$ cat src/rtl/osc_ctrl_pkg.sv
// Shared definitions for the oscillator clock-gate controller: FSM state
// encoding, parameter defaults and the counter width helper.
package osc_ctrl_pkg;

    localparam int NUM_CH_DEF = 4;
    localparam int STAB_W_DEF = 16;
    localparam int HOLD_W_DEF = 8;

    typedef enum logic [1:0] {
        ST_OFF     = 2'd0,
        ST_STARTUP = 2'd1,
        ST_RUN     = 2'd2,
        ST_HOLDOFF = 2'd3
    } osc_state_e;

    // Shared counter serves both delays, so it must hold the wider of the two.
    function automatic int cnt_width(input int stab_w, input int hold_w);
        return (stab_w > hold_w) ? stab_w : hold_w;
    endfunction

endpackage

$ cat src/rtl/osc_ctrl_cnt.sv
// Loadable down-counter with zero flag; saturates at zero instead of wrapping.
module osc_ctrl_cnt #(
    parameter int CNT_W = 16
) (
    input  logic             clk,
    input  logic             rst_b,
    input  logic             load,
    input  logic [CNT_W-1:0] load_val,
    input  logic             dec,
    output logic             cnt_zero
);

    logic [CNT_W-1:0] cnt_q;
    logic [CNT_W-1:0] cnt_d;

    // Next count: load has priority, decrement only while non-zero
    always_comb begin
        cnt_d = cnt_q;
        if (load) begin
            cnt_d = load_val;
        end else if (dec && (cnt_q != {CNT_W{1'b0}})) begin
            cnt_d = cnt_q - {{(CNT_W-1){1'b0}}, 1'b1};
        end else begin
            cnt_d = cnt_q;
        end
    end

    // Counter register
    always_ff @(posedge clk or negedge rst_b) begin
        if (!rst_b) begin
            cnt_q <= {CNT_W{1'b0}};
        end else begin
            cnt_q <= cnt_d;
        end
    end

    assign cnt_zero = (cnt_q == {CNT_W{1'b0}});

endmodule

$ cat src/rtl/osc_clk_gate_ctrl.sv
// Oscillator power sequencer with per-channel clock-enable grants. All
// outputs that reach clock-gate CE pins come straight from flops.
module osc_clk_gate_ctrl #(
    parameter int NUM_CH = osc_ctrl_pkg::NUM_CH_DEF,
    parameter int STAB_W = osc_ctrl_pkg::STAB_W_DEF,
    parameter int HOLD_W = osc_ctrl_pkg::HOLD_W_DEF
) (
    input  logic              clk,
    input  logic              rst_b,
    input  logic [STAB_W-1:0] stab_cycles,
    input  logic [HOLD_W-1:0] hold_cycles,
    input  logic [NUM_CH-1:0] ch_req,
    output logic [NUM_CH-1:0] ch_ack,
    output logic              osc_en,
    output logic              osc_ready,
    output logic [1:0]        fsm_state
);

    import osc_ctrl_pkg::*;

    localparam int CNT_W = cnt_width(STAB_W, HOLD_W);

    osc_state_e        state_q;
    osc_state_e        state_d;
    logic              cnt_load_s;
    logic [CNT_W-1:0]  cnt_load_val_s;
    logic              cnt_dec_s;
    logic              cnt_zero_s;
    logic [NUM_CH-1:0] ch_ack_q;
    logic [NUM_CH-1:0] ch_ack_d;
    logic              osc_en_q;
    logic              osc_en_d;
    logic              osc_ready_q;
    logic              osc_ready_d;

    osc_ctrl_cnt #(
        .CNT_W (CNT_W)
    ) u_cnt (
        .clk      (clk),
        .rst_b    (rst_b),
        .load     (cnt_load_s),
        .load_val (cnt_load_val_s),
        .dec      (cnt_dec_s),
        .cnt_zero (cnt_zero_s)
    );

    // Next-state and counter control
    always_comb begin
        state_d        = state_q;
        cnt_load_s     = 1'b0;
        cnt_load_val_s = {CNT_W{1'b0}};
        cnt_dec_s      = 1'b0;
        case (state_q)
            ST_OFF: begin
                if (|ch_req) begin
                    state_d        = ST_STARTUP;
                    cnt_load_s     = 1'b1;
                    cnt_load_val_s = CNT_W'(stab_cycles);
                end else begin
                    state_d = ST_OFF;
                end
            end
            // Startup always runs to completion so the oscillator is never
            // left half-stabilised.
            ST_STARTUP: begin
                if (cnt_zero_s) begin
                    state_d = ST_RUN;
                end else begin
                    cnt_dec_s = 1'b1;
                end
            end
            ST_RUN: begin
                if (ch_req == {NUM_CH{1'b0}}) begin
                    state_d        = ST_HOLDOFF;
                    cnt_load_s     = 1'b1;
                    cnt_load_val_s = CNT_W'(hold_cycles);
                end else begin
                    state_d = ST_RUN;
                end
            end
            ST_HOLDOFF: begin
                if (|ch_req) begin
                    state_d = ST_RUN;
                end else if (cnt_zero_s) begin
                    state_d = ST_OFF;
                end else begin
                    cnt_dec_s = 1'b1;
                end
            end
            default: begin
                state_d = ST_OFF;
            end
        endcase
    end

    // Output flops are fed from the next state so they line up with state_q
    always_comb begin
        osc_en_d    = (state_d != ST_OFF);
        osc_ready_d = (state_d == ST_RUN) || (state_d == ST_HOLDOFF);
        if (state_q == ST_RUN) begin
            ch_ack_d = ch_req;
        end else begin
            ch_ack_d = {NUM_CH{1'b0}};
        end
    end

    // State and output registers
    always_ff @(posedge clk or negedge rst_b) begin
        if (!rst_b) begin
            state_q     <= ST_OFF;
            osc_en_q    <= 1'b0;
            osc_ready_q <= 1'b0;
            ch_ack_q    <= {NUM_CH{1'b0}};
        end else begin
            state_q     <= state_d;
            osc_en_q    <= osc_en_d;
            osc_ready_q <= osc_ready_d;
            ch_ack_q    <= ch_ack_d;
        end
    end

    assign fsm_state = state_q;
    assign osc_en    = osc_en_q;
    assign osc_ready = osc_ready_q;
    assign ch_ack    = ch_ack_q;

endmodule

$ cat config.mk
export PLATFORM = sky130hd
export DESIGN_NAME = osc_clk_gate_ctrl
export DESIGN_NICKNAME = d
export VERILOG_FILES = /design/src/rtl/osc_ctrl_pkg.sv /design/src/rtl/osc_ctrl_cnt.sv /design/src/rtl/osc_clk_gate_ctrl.sv
export SDC_FILE = /design/constraint.sdc
export NUM_CORES = 1
export LEC_CHECK = 0
export CORE_MARGIN = 2
export CORE_UTILIZATION = 40
export DETAILED_ROUTE_END_ITERATION = 10
export PLACE_DENSITY = 0.67
export SLEW_MARGIN = 20
export SYNTH_ARGS = -nofsm -noshare
export SYNTH_HDL_FRONTEND = slang
export SYNTH_SLANG_ARGS = --single-unit
$ cat constraint.sdc
create_clock -name clk -period 2.7 [get_ports clk]
set_input_delay 0.405 -clock clk [delete_from_list [all_inputs] [get_ports clk]]
set_output_delay 0.405 -clock clk [all_outputs]
set_load 0.02 [all_outputs]
* Word level (Yosys, flattened, before mapping) *
Index checks and enable logic that the tools add are counted.
W data, S select, Z words.

storage, ports and cells
  register bits after elaboration = 24
  input bits = 30
  output and inout bits = 8

cells by class
  add/subtract/negate cells = 1
  equality and inequality tests = 5
  mux-type cells = 18
  reductions and logical operators = 9

operators by type and width
  cell                     count
  $mux W16                 3
  $pmux W16 S2             1
  $logic_not A16 Y1        1
  $reduce_bool A16 Y1      1
  $sub A16 B1 Y16 const B  1
  $eq A2 B2 Y1 const B     4
  $mux W8                  1
  $pmux W2 S4              1
  $mux W1                  6
  $mux W2                  3
  $logic_not A4 Y1         1
  $mux W4                  1
  $pmux W1 S2              2
  $reduce_bool A2 Y1       2
  $reduce_or A4 Y1         1
  $eq A2 B1 Y1 const B     1
  $logic_not A2 Y1         1
  $logic_and A1 B1 Y1      1
  $logic_or A1 B1 Y1       1

* Depth between registers and ports, before layout *
Gate-level depths: netlist of run 1.

  depth after elaboration = 7
  depth in mapped cells = 8
  mapped depth without buffers = 8

* By module *
A second synthesis of run 1 with hierarchy kept.

unflattened totals
  cells, all modules = 187
  area total of the unflattened synthesis = 1,687.9 µm²

by module, submodules not included
  module             times used  cells each  area an instance (µm²)  sequential area each (µm²)
  osc_ctrl_cnt       1           124         1,063.5                 400.4
  osc_clk_gate_ctrl  1           63          624.3                   200.2

* Worst setup path after synthesis of run 1 *
Ideal clock, no wire load.

  path kind = input-to-reg
  from = input ch_req[0]
  to = register u_cnt.cnt_q[11]
  arrival time = 1,954 ps
  required time = 2,561 ps
  slack = 606 ps
  stages = 6
  path buffers = 1
  cells stage by stage = or4_1 > buf_2 > a21boi_0 > o211ai_1 > o311ai_0 > o21ai_0

on the way
  cells in the longest elaborated chain, start to end = 5
  elaborated cells between the ends (all ways) = 12
  classes of those cells = mux: 8; reduce/logical: 4

RTL lines
  what                                 RTL line                                          source
  from (decl)                          osc_clk_gate_ctrl.sv:12                           input logic [NUM_CH-1:0] ch_req,
  $reduce_or A4 Y1                     osc_clk_gate_ctrl.sv:55, osc_clk_gate_ctrl.sv:82
  $mux W1                              osc_clk_gate_ctrl.sv:82                           if (|ch_req) begin
  $pmux W1 S2                          osc_clk_gate_ctrl.sv:53                           case (state_q)
  $logic_and A1 B1 Y1                  osc_ctrl_cnt.sv:21                                end else if (dec && (cnt_q != {CNT_W{1'b0}})) begin
  $reduce_bool A2 Y1 (no source line)  -
  to (signal assigned)                 osc_ctrl_cnt.sv:31                                cnt_q <= {CNT_W{1'b0}};
  to (signal assigned)                 osc_ctrl_cnt.sv:33                                cnt_q <= cnt_d;
  to (decl)                            osc_ctrl_cnt.sv:13                                logic [CNT_W-1:0] cnt_q;

Parallel ways exist; a longest one is shown, timed or not.
A chain may end at the register's enable or synchronous reset.

* Worst setup path after layout of run 1 *
  from = register u_cnt.cnt_q[0]
  to = register u_cnt.cnt_q[3]

on the way
  cells in the longest elaborated chain, start to end = 6
  elaborated cells between the ends (all ways) = 10
  classes of those cells = add/sub: 1; mux: 5; reduce/logical: 4

RTL lines
  what
  branches (longest 6 deep; another with $sub A16 B1 Y16)

Parallel ways; which one is timed is not known. The select of a mux whose other input is x is not followed.

==> impl_metrics.env, run 1 <==
export IMPL_grt_max_degree=25
export IMPL_worstRegToRegCells=8
export IMPL_startpoint="u_cnt.cnt_q[0]$_DFFE_PN0P_"
export IMPL_drcViolationCount=0
export IMPL_stdcell_area_um2=2050
export IMPL_fin_tns_setup_ps=0
export IMPL_grt_overflow_total=0
export IMPL_cts_setup_buffers=0
export IMPL_drtIter0Drc=130
export IMPL_fin_ws_ps=214
export IMPL_r2r_start="u_cnt.cnt_q[0]$_DFFE_PN0P_"
export IMPL_async_flop_share_pct=100
export IMPL_relSlewSlack_pct=44.2
export IMPL_maxCapViolCount=0
export IMPL_cts_root_buf="clkbuf_8"
export IMPL_crit_required_ps=2840
export IMPL_hold_ws_ps=492
export IMPL_dpl_worst_slack_ps=87.6
export IMPL_globalplace_congestion=0.928
export IMPL_drive_above_1_share_pct=9.59
export IMPL_path_class="flip-flop to flip-flop"
export IMPL_synth_simple_gate_area_share_pct=24.6
export IMPL_worstPathMaxFanout=8
export IMPL_synth_area_um2=1510
export IMPL_synthXorXnorAreaFrac_pct=0
export IMPL_power_density_nw_per_um2=590
export IMPL_worst_setup_path_start_kind="flip-flop"
export IMPL_postRouteAntennaNets=0
export IMPL_viasPerCell=5.93
export IMPL_area_growth_pct=36.3
export IMPL_vias=1584
export IMPL_post_cts_resized=0
export IMPL_synth_distinct_cells=40
export IMPL_insertion_delay_ps=270
export IMPL_setup_worst_path_end_class="flip-flop"
export IMPL_cts_made_buffers=3
export IMPL_drt_total_wl_mm=4.60
export IMPL_syn_num_nets=208
export IMPL_timing_final_crit_share_pct=92.1
export IMPL_synth_warnings=0
export IMPL_syn_avg_cell_area_um2=8.55
export IMPL_worst_ep_arrival_time_ps=2630
export IMPL_finalCriticalPeriod_ps=2490
export IMPL_dp_hpwl_mm=3.43
export IMPL_synthAdderAreaFrac_pct=1.66
export IMPL_place_area_um2=2000
export IMPL_finalHoldViolCount=0
export IMPL_htreeDepth=1
export IMPL_power_leakage_nw=0.781
export IMPL_finalSetupViolCount=0
export IMPL_r2r_slack_ps=210
export IMPL_synthCells=176
export IMPL_crit_path_end="u_cnt.cnt_q[3]$_DFFE_PN0P_"
export IMPL_fmax_mhz=402
export IMPL_dr_pass1_iters=4
export IMPL_ir_worst_vdd_mv=0.288
export IMPL_grt_pass1_wl_mm=7.47
export IMPL_antenna_diode_count=0
export IMPL_grtUsageTotal_pct=22.7
export IMPL_rsz0062_at_grt="false"
export IMPL_final_nets=252
export IMPL_io_pin_count=38
export IMPL_synthMuxAreaShare_pct=1.41
export IMPL_die_area_um2=4270
export IMPL_wire_per_inst_um=17.2
export IMPL_die_h_um=65.3
export IMPL_die_x_um=65.3
export IMPL_slew_violations=0
export IMPL_post_route_util_pct=56.5
export IMPL_grt_pass1_vias=1552
export IMPL_initial_core_util_pct=41.4
export IMPL_synth_seq_cells=24
export IMPL_synth_seq_area_share_pct=39.9
export IMPL_io_buffers=37
export IMPL_core_area_um2=3630
export IMPL_rows=22
export IMPL_cts_sinks=24
export IMPL_reg2reg_to="u_cnt.cnt_q[3]$_DFFE_PN0P_"
export IMPL_hold_path_class="input pin to asynchronous set/reset pin"
export IMPL_tightest_slew_ps=832
export IMPL_clk_pin_slew_ps=90
export IMPL_grt_antenna_before_repair=0
export IMPL_synth_edff_count=0
export IMPL_clk_path_buf_depth=2
export IMPL_ys_flop_type="dfrtp_1"
export IMPL_fin_skew_ps=1.90
export IMPL_tritoncts="done"
export IMPL_synth_compound_area_share_pct=29.0
export IMPL_status="finished, final reports clean"
export IMPL_synth_top_family_by_area="compound AO/OA/AOI/OAI gates"
export IMPL_holdBufCountCts=0
==> area by class of cell <==
type	instances	area, um2
multi-input combinational	139	865
tap	48	60.1
inverter	3	11.3
clock buffer	4	55.1
timing repair buffer	49	460
fill	360	1580
sequential	24	601
==> registers in the layout (all words and copies together) (netlist names) <==
name,cells
osc_ready,1
ch_ack,4
osc_en,1
u_cnt.cnt_q,16
fsm_state,2
==> per-stage QoR <==
stage,instances,total power (W)
6_report,267,0.00121
5_1_grt,267,0.00130
4_1_cts,267,0.00121
3_5_place_dp,263,0.000956
3_3_place_gp,263,0.000941
2_1_floorplan,176,0.000791
==> kinds of logic after synthesis <==
| kind of cell | count (synthesis) |
|---|---|
| buffers and inverters | 13 |
| muxes | 2 |
| and+or+nand+nor | 70 |
| DFF | 24 |
| AOI/OAI and AO/OA | 65 |
| adders and majority gates | 2 |
==> synthesized netlist by cell type, types with 4 or more instances <==
master	count	share of area, %
and2_1	5	2.1
o21ai_0	21	7.0
clkbuf_1	8	2.0
a21oi_1	12	4.0
a22oi_1	4	2.0
nor3_1	13	4.3
dfrtp_1	24	40
nor4_1	4	1.7
nand3_1	4	1.3
nor4b_1	4	2.3
a32oi_1	7	4.1
nor2_1	12	3.0
nand2_1	14	3.5
==> power by group <==
group | internal (W) | switching (W) | leakage, nW
logic | 0.000185 | 0.000208 | 0.462
clock network | 0.000131 | 0.000121 | 0.0288
registers | 0.000453 | 0.000114 | 0.290
total | 0.000768 | 0.000443 | 0.781
==> cell usage in the layout, fill, tap and decap left out, types with 3 or more instances in the layout <==
cell type / instances
a32oi_1: 7
nand4_1: 3
nor4_1: 3
nor4b_1: 4
nor3_1: 12
and2_1: 5
dfrtp_1: 24
nor2_1: 12
or3_1: 3
or4_1: 3
o21ai_0: 21
clkdlybuf4s50_1: 37
a22oi_1: 4
a21oi_1: 12
o21a_1: 3
clkbuf_8: 4
o211ai_1: 3
nand2_1: 14
nand3_1: 4
buf_4: 12
==> worst min path at each step <==
stage	end	slack, ps	from
2_1_floorplan	ch_ack[0]$_DFF_PN0_	110	rst_b
3_3_place_gp	u_cnt.cnt_q[15]$_DFFE_PN0P_	510	u_cnt.cnt_q[15]$_DFFE_PN0P_
3_5_place_dp	u_cnt.cnt_q[15]$_DFFE_PN0P_	530	u_cnt.cnt_q[15]$_DFFE_PN0P_
4_1_cts	ch_ack[3]$_DFF_PN0_	500	rst_b
5_1_grt	ch_ack[0]$_DFF_PN0_	510	rst_b
6_report	ch_ack[3]$_DFF_PN0_	490	rst_b
==> metal layers <==
| metal | vias up | GRT usage (%) | share of wire [%] |
|---|---|---|---|
| li1 | 765 | - | - |
| met1 | 753 | 30.6 | 45 |
| met2 | 59 | 38.4 | 48 |
| met3 | 7 | 2.05 | 5.4 |
| met4 | 0 | 7.29 | 1.4 |
| met5 | - | 0 | 0 |
==> worst max-delay path, stage by stage (launching register included) <==
cell      delay [ps]
dfrtp_1          400
inv_1            120
ha_1             180
nor4b_1          410
and4_1           430
a211o_4          190
clkinv_1         260
a22oi_1          250
o21ai_0          110
No activity file was read; power rests on OpenSTA's default activity.
==> inputs of run 2 (changes only) <==
--- a/config.mk
+++ b/config.mk
@@ -8,7 +8,7 @@
 export CORE_MARGIN = 2
 export CORE_UTILIZATION = 40
 export DETAILED_ROUTE_END_ITERATION = 10
-export PLACE_DENSITY = 0.67
+export PLACE_DENSITY = 0.64
 export SLEW_MARGIN = 20
 export SYNTH_ARGS = -nofsm -noshare
 export SYNTH_HDL_FRONTEND = slang
==> run 2 against run 1 <==
  * Non-clock buffer count stayed put
  * Worst setup slack improved by 61 ps
  * Critical path depth up 1
  * Cell area is 0.91% lower
  * Combinational power decreased by 2%
  * Largest power group unchanged
  * Critical path type unchanged
  * Sequential power is essentially flat
==> impl_metrics.env, run 2 (synthesis gave the netlist of run 1 again) <==
export IMPL_status="finished, final reports clean"
export IMPL_tightest_slew_ps=644
export IMPL_final_nets=252
export IMPL_io_pin_count=38
export IMPL_finalHoldViolCount=0
export IMPL_dp_hpwl_mm=3.34
export IMPL_clk_path_buf_depth=2
export IMPL_hold_path_class="input pin to asynchronous set/reset pin"
export IMPL_antenna_diode_count=0
export IMPL_grt_overflow_total=0
export IMPL_finalCriticalPeriod_ps=2420
export IMPL_rsz0062_at_grt="false"
export IMPL_seqCellArea_um2=601
export IMPL_die_h_um=65.3
export IMPL_fin_skew_ps=6.97
export IMPL_grt_pass1_wl_mm=7.39
export IMPL_grtUsageTotal_pct=22.6
export IMPL_die_x_um=65.3
export IMPL_globalplace_congestion=1.00
export IMPL_worst_setup_path_start_kind="flip-flop"
export IMPL_path_class="flip-flop to flip-flop"
export IMPL_io_buffers=37
export IMPL_power_density_nw_per_um2=575
export IMPL_cts_setup_buffers=0
export IMPL_cts_made_buffers=3
export IMPL_crit_required_ps=2840
export IMPL_grt_pass1_vias=1529
export IMPL_clk_pin_slew_ps=90
export IMPL_timing_final_crit_share_pct=89.8
export IMPL_wire_per_inst_um=16.8
export IMPL_mostFrequentLayoutCells="clkdlybuf4s50_1 (37), dfrtp_1 (24), o21ai_0 (21)"
export IMPL_dr_pass1_iters=4
export IMPL_final_common_cell="clkdlybuf4s50_1"
export IMPL_area_growth_pct=35.1
export IMPL_setup_worst_path_end_class="flip-flop"
export IMPL_post_route_util_pct=56.0
export IMPL_drtIter0Drc=129
export IMPL_insertion_delay_ps=270
export IMPL_die_area_um2=4270
export IMPL_worst_ep_arrival_time_ps=2570
export IMPL_cts_sinks=24
export IMPL_top_register="u_cnt.cnt_q"
export IMPL_tritoncts="done"
export IMPL_core_area_um2=3630
export IMPL_fmax_mhz=412
export IMPL_total_power_w=0.00117
export IMPL_cts_root_buf="clkbuf_8"
export IMPL_htreeDepth=1
export IMPL_drt_total_wl_mm=4.47
export IMPL_drive_above_1_share_pct=8.72
export IMPL_maxCapViolCount=0
export IMPL_drcViolationCount=0
export IMPL_r2r_slack_ps=280
export IMPL_grt_antenna_before_repair=0
export IMPL_grt_max_degree=25
export IMPL_largest_reg_flops=16
export IMPL_multi_input_area_um2=860
export IMPL_vias=1566
export IMPL_worstPathMaxFanout=9
export IMPL_post_cts_resized=0
export IMPL_ir_worst_vdd_mv=0.306
export IMPL_rows=22
export IMPL_initial_core_util_pct=41.4
export IMPL_fin_tns_setup_ps=0
export IMPL_finalSetupViolCount=0
export IMPL_viasPerCell=5.89
export IMPL_relSlewSlack_pct=56.4
export IMPL_postRouteAntennaNets=0
export IMPL_slew_violations=0
export IMPL_fillCellCount=365
export IMPL_holdBufCountCts=0
export IMPL_power_leakage_nw=0.773
## run 2: changes by cell type in the layout (fill, tap and decap cells not counted)
| cell | delta |
|---|---|
| nor3_2 | -1 |
| clkbuf_8 | -1 |
| nor3_1 | +1 |
## run 2: layout make-up
| cell class | count | area share [%] |
|---|---|---|
| clock buffers | 3 | 2.03 |
| inverters | 3 | 0.554 |
| multi-input cells | 139 | 42.3 |
| flip-flops and latches | 24 | 29.5 |
| well taps | 48 | 2.95 |
| repair buffers | 49 | 22.6 |
## run 2: critical path, cell delays in order, from the launching register on
cell and delay, ps:
dfrtp_1 390, inv_1 140, ha_1 150, nor4b_1 280, buf_4 180, and4_1 320
a211o_4 200, clkinv_1 250, a22oi_1 280, o21ai_0 110
## run 2: path summary, 6_finish.rpt
check                                            startpoint                     endpoint  depth (start not counted)
worst max-delay path             u_cnt.cnt_q[0]$_DFFE_PN0P_   u_cnt.cnt_q[7]$_DFFE_PN0P_                          9
worst min-delay path                                  rst_b          ch_ack[1]$_DFF_PN0_                          2
worst max register to register   u_cnt.cnt_q[0]$_DFFE_PN0P_   u_cnt.cnt_q[7]$_DFFE_PN0P_                          9
worst min register to register  u_cnt.cnt_q[15]$_DFFE_PN0P_  u_cnt.cnt_q[15]$_DFFE_PN0P_                          2
max in group asynchronous                             rst_b  u_cnt.cnt_q[10]$_DFFE_PN0P_                          2
min in group clk                u_cnt.cnt_q[15]$_DFFE_PN0P_  u_cnt.cnt_q[15]$_DFFE_PN0P_                          2
## run 2: metrics by stage
step | instances | instance area, um2 | hold slack, ps | worst slack [ps]
CTS | 266 | 2030 | 507 | 304
global route | 266 | 2030 | 515 | 115
global placement | 263 | 1990 | 511 | 125
floorplan | 176 | 1510 | 109 | 606
finish | 266 | 2030 | 497 | 276
detailed placement | 263 | 1990 | 527 | 79.4
## run 2: routing by layer
layer  GRT usage (%)  up-vias  wire [um]
li1                -      768          -
met1            32.1      761       2100
met2            36.4       33       2150
met3            2.91        4        175
met4            5.73        0         36
met5               0        -          0
## run 2: report_power, final
part / leakage [nW] / switching (W) / total, W / internal (W)
Clock: 0.0216 / 0.000115 / 0.000215 / 0.000100
Combinational: 0.461 / 0.000205 / 0.000385 / 0.000180
Sequential: 0.290 / 0.000116 / 0.000569 / 0.000453
Total: 0.773 / 0.000435 / 0.00117 / 0.000733
==> edit 1 (config.mk and constraints of run 1) <==
Set the package constant `HOLD_W_DEF` to 7 (it was 8).
--- a/src/rtl/osc_ctrl_pkg.sv
+++ b/src/rtl/osc_ctrl_pkg.sv
@@ -4,7 +4,7 @@
 
     localparam int NUM_CH_DEF = 4;
     localparam int STAB_W_DEF = 16;
-    localparam int HOLD_W_DEF = 8;
+    localparam int HOLD_W_DEF = 7;
 
     typedef enum logic [1:0] {
         ST_OFF     = 2'd0,
Ports: changed (resized hold_cycles); port bits go from 38 to 37. No check against the original RTL was run, so the function may have changed too.
==> edit 1 against run 1 <==
Utilization fell by 2.7 points; worst setup slack improved by 0.15 ns; sequential share of layout area rose by 0.43 points; sequential cell count fell by 1; first-iteration DRC count fell by 13%; non-clock buffer count fell by 6; die area fell by 1.9%; area after synthesis fell by 2.0%; largest power group unchanged; design area fell by 5.5%; final cell count fell by 3.7%; clock power fell by 16%; power rose by 4.0%; wire length fell by 21%.
==> edit 1: results (changes against run 1) <==
* Share of power burned in the clock network at 0.168 (-0.040)
* Logic inverters at 2 (-1)
* Fraction of area in multi-input gates at 0.432 (+0.0106)
* Die area at 4190 sq um (-1.9%)
* Crit path to: u_cnt.cnt_q[14]$_DFFE_PN0P_
* Pre-CTS setup slack at 0.121 ns (+0.0332 ns)
* Sequential share of cell area at 0.297 (+0.00428)
* Final layout net count at 241 (-4.4%)
* Worst Clk Skew at 0.00270 ns (+0.000806 ns)
* Fill cell total of the finished layout at 353 (-1.9%)
* Placed cells at 253 (-3.8%)
* Syn Area/Cell at 8.53 sq um (-0.30%)
* Synth top cells by count: sky130_fd_sc_hd__nand2_1 (28), sky130_fd_sc_hd__dfrtp_1 (23), sky130_fd_sc_hd__nor2_1 (12)
* Proportion of synthesized chip area in sequential cells at 0.390 (-0.00884)
* Number of detailed-route iterations in the first pass at 4 (unchanged)
* Delay of the slowest cell on the worst path at 0.69 ns (+0.26 ns)
* Met2 wire length at 1710 um (-23%)
* Half-perimeter wire length after placement at 2750 um (-20%)
* Leakage at 0.772 nW (-1.2%)
* Final weighted congestion in routability-driven placement at 0.939 (+1.2%)
* Clock buffer and inverter area fraction after layout at 0.0232 (-0.00359)
* CTS sink cnt at 23 (-4.2%)
* Vias in the first global route at 1325 (-15%)
* Met1 routing resource usage after global routing at 0.246 (-0.0594)
* Met1 routed wirelength after detailed routing at 1610 um (-22%)
* Standard cell with the maximum stage delay on the critical path: sky130_fd_sc_hd__or4_1
* Maximum number of pins on one net before global-route repair at 24 (-4.0%)
* Per-cell routed wire length at 14.2 um (-18%)
* Worst-path fanout max at 13 (+5)
* Met2 Usage GRT at 0.295 (-0.0888)
* Worst setup slack for register-to-register paths at 0.49 ns (+0.28 ns)
* Area share of buffers outside the clock network at 0.213 (-0.0113)
* Number of distinct library cells after synthesis at 46 (+15%)
* Largest cells by area after synthesis: sky130_fd_sc_hd__dfrtp_1 (39%), sky130_fd_sc_hd__nand2_1 (7.1%), sky130_fd_sc_hd__a22o_1 (3.6%), sky130_fd_sc_hd__nor3_1 (3.4%), sky130_fd_sc_hd__nor2_1 (3.1%)
* Buffers, non-clock at 43 (-12%)
* Met3 routed WL at 257 um (+3.2%)
* Wire length of the first global-routing pass at 6020 um (-19%)
* Layout cells sized above 1 at 0.0813 (-0.0146)
* Startpoint of the worst setup timing path: ch_req[0]
* Part of the power in combinational logic at 0.366 (+0.042)
* CP arrival at 2.54 ns (-0.09 ns)
* Number of nets in the synthesized netlist at 204 (-1.9%)
* Met3 global-route usage at 0.0434 (+0.0229)
* Worst hold slack across all endpoints at 0.494 ns (+0.00279 ns)
* Post-route clock period utilization at 0.864 (-0.0561)
* DRT iter0 DRCs at 113 (-13%)
* Status: completed
* GR Util All Layers at 0.186 (-0.0412)
* Switching power at 0.000467 W (+5.5%)
* Comb_multi_in at 137 (-1.4%)
* Clock buf count at 4 (unchanged)
* Worst reg2reg path depth at 7 (-1)
* Final core utilization at 0.537 (-0.0273)
* Routed vias at 1456 (-8.1%)
* Slew margin rel. at 0.276 (-0.166)
* Peak supply drop at 0.292 mV (+1.4%)
-- edit 1: cell types whose count changed after synthesis, moves of 5 or more --
cell and delta:
sky130_fd_sc_hd__o21ai_0 -14, sky130_fd_sc_hd__a21oi_1 -7, sky130_fd_sc_hd__a32oi_1 -7, sky130_fd_sc_hd__nand2_1 +14
sky130_fd_sc_hd__o21ai_1 +7, sky130_fd_sc_hd__a22o_1 +5
-- edit 1: kinds of logic after synthesis --
| group | Yosys count | share of synthesized area |
|---|---|---|
| compound gates | 54 | 0.260 |
| fa+ha+maj | 2 | 0.0170 |
| buf+inv | 13 | 0.0424 |
| flops | 23 | 0.390 |
| mux | 5 | 0.0416 |
| simple gates | 76 | 0.249 |
-- edit 1: worst max-delay path: cells and delay by family --
family,cells,cell delay [ns]
and+or+nand+nor,1,0.69
AOI/OAI and AO/OA,2,0.58
buffers and inverters,1,0.44
muxes,1,0.43
==> edit 2 (settings of run 1) <==
Without the edit above. Make the reset (`rst_b`) synchronous in 2 clocked blocks.
--- a/src/rtl/osc_ctrl_cnt.sv
+++ b/src/rtl/osc_ctrl_cnt.sv
@@ -26,7 +26,7 @@
     end
 
     // Counter register
-    always_ff @(posedge clk or negedge rst_b) begin
+    always_ff @(posedge clk) begin
         if (!rst_b) begin
             cnt_q <= {CNT_W{1'b0}};
         end else begin
--- a/src/rtl/osc_clk_gate_ctrl.sv
+++ b/src/rtl/osc_clk_gate_ctrl.sv
@@ -105,7 +105,7 @@
     end
 
     // State and output registers
-    always_ff @(posedge clk or negedge rst_b) begin
+    always_ff @(posedge clk) begin
         if (!rst_b) begin
             state_q     <= ST_OFF;
             osc_en_q    <= 1'b0;
Function: differs if rst_b is asserted again (counterexample within 4 cycles, from zero or initial values and one cycle with rst_b low); with rst_b held inactive, the same outputs for 10 cycles.
==> edit 2 against run 1 <==
Non-clock buffer count down 3; maximum frequency is 12% higher; worst setup slack better by 0.26 ns; sequential share of layout area fell by 6.0 points; area after synthesis grew 3.9%; synthesized cell count is 13% higher; wire length decreased by 5.5%; sequential cell count did not move; power up 4.1%; design area rose by 0.67%; final cell count is 6.4% higher; die area grew 3.7%; critical endpoint is now u_cnt.cnt_q[11]$_SDFFE_PN0P_; highest routed layer unchanged.
==> edit 2: results (changes against run 1) <==
* Placed cells at 280 (+6.5%)
* Total power of the final layout at 0.00126 W (+4.1%)
* Buffers, non-clock at 46 (-6.1%)
* Proportion of synthesized chip area in sequential cells at 0.307 (-0.0918)
* Worst min-delay path category: reg -> reg
* Met1 routing resource usage after global routing at 0.304 (-0.00160)
* Met2 wire length at 2050 um (-8.0%)
* Per-cell routed wire length at 15.3 um (-11%)
* Met2 Usage GRT at 0.363 (-0.0214)
* Clock buffer and inverter area fraction after layout at 0.0345 (+0.00770)
* Wire length of the first global-routing pass at 7460 um (about the same)
* Leakage at 0.792 nW (+1.4%)
* Count of warnings emitted by yosys at 0 (unchanged)
* Met3 global-route usage at 0.0422 (+0.0217)
* Multi-input gate area in the final layout at 990 sq um (+14%)
* Standard cell with the maximum stage delay on the critical path: sky130_fd_sc_hd__clkdlybuf4s50_1
* Layout cells sized above 1 at 0.0890 (-0.00691)
* Logic inverters at 7 (+4)
* Final layout net count at 269 (+6.7%)
* Worst Clk Skew at 0.00484 ns (+0.00294 ns)
* Final critical delay including setup and external delays at 2.23 ns (-0.258 ns)
* Actual transition at the worst max-transition pin at 0.873 ns (+0.0412 ns)
* Vias in the first global route at 1512 (-2.6%)
* Half-perimeter wire length after placement at 3140 um (-8.2%)
* Worst-path fanout max at 22 (+14)
* Routed vias at 1676 (+5.8%)
* Met1 routed wirelength after detailed routing at 1990 um (-3.2%)
* Sequential share of cell area at 0.233 (-0.0601)
* Reported combinational group power at 0.000488 W (+24%)
* Peak supply drop at 0.595 mV (+110%)
* Syn Area/Cell at 7.86 sq um (-8.1%)
* Drt total wl at 4350 um (-5.5%)
* Number of detailed-route iterations in the first pass at 4 (unchanged)
* Largest cells by area after synthesis: sky130_fd_sc_hd__dfxtp_1 (31%), sky130_fd_sc_hd__o21ai_0 (6.4%), sky130_fd_sc_hd__a21oi_1 (4.8%), sky130_fd_sc_hd__nand3_1 (4.2%), sky130_fd_sc_hd__nor3_1 (3.8%)
* Number of distinct library cells after synthesis at 53 (+33%)
* Synth top cells by count: sky130_fd_sc_hd__dfxtp_1 (24), sky130_fd_sc_hd__o21ai_0 (20), sky130_fd_sc_hd__a21oi_1 (15)
* Number of nets in the synthesized netlist at 231 (+11%)
* Share of synthesized flip-flops with an asynchronous set or reset at 0 (-1.00)
* Worst hold slack across all endpoints at 0.504 ns (+0.0119 ns)
* CP arrival at 2.45 ns (-0.18 ns)
* Share of power burned in the clock network at 0.255 (+0.047)
* DRT iter0 DRCs at 100 (-23%)
* Delay of the slowest cell on the worst path at 0.47 ns (+0.04 ns)
* Final weighted congestion in routability-driven placement at 0.796 (-14%)
* Switching Fraction at 0.348 (-0.0177)
* Status: completed
* Highest signal layer in the routed design: met4
* Maximum number of pins on one net before global-route repair at 29 (+16%)
edit 2: cell types whose count changed after synthesis, moves of 4 or more:
| cell | change |
|---|---|
| sky130_fd_sc_hd__and2_1 | -5 |
| sky130_fd_sc_hd__a21boi_1 | +4 |
| sky130_fd_sc_hd__and3_1 | +7 |
| sky130_fd_sc_hd__dfxtp_1 | +24 |
| sky130_fd_sc_hd__nand3_1 | +9 |
| sky130_fd_sc_hd__dfrtp_1 | -24 |
| sky130_fd_sc_hd__a32oi_1 | -5 |
| sky130_fd_sc_hd__nand2_1 | -8 |
| sky130_fd_sc_hd__inv_1 | +5 |
edit 2: critical path: cells and delay by family:
family / cells / cell delay [ns]
buffers and inverters: 2 / 0.76
multiplexers: 1 / 0.47
AO/OA/AOI/OAI: 2 / 0.27
AND/OR/NAND/NOR: 2 / 0.54
edit 2: logic make-up (layout without fill, tap and decap cells):
| group | Yosys count | after routing | share of synthesized area |
|---|---|---|---|
| AOI/OAI and AO/OA | 74 | 74 | 0.316 |
| and+or+nand+nor | 74 | 74 | 0.264 |
| DFF | 24 | 24 | 0.307 |
| buffers and inverters | 20 | 57 | 0.0656 |
| muxes | 3 | 3 | 0.0200 |
| adders and majority gates | 2 | 2 | 0.0160 |
| xor gates and xnor gates | 2 | 2 | 0.0112 |
edit 2: final timing paths:
check | start | to | cells past startpoint
max | ch_req[1] | u_cnt.cnt_q[11]$_SDFFE_PN0P_ | 7
min | u_cnt.cnt_q[9]$_SDFFE_PN0P_ | u_cnt.cnt_q[9]$_SDFFE_PN0P_ | 2
max reg2reg | u_cnt.cnt_q[10]$_SDFFE_PN0P_ | u_cnt.cnt_q[6]$_SDFFE_PN0P_ | 5
min reg2reg | u_cnt.cnt_q[9]$_SDFFE_PN0P_ | u_cnt.cnt_q[9]$_SDFFE_PN0P_ | 2
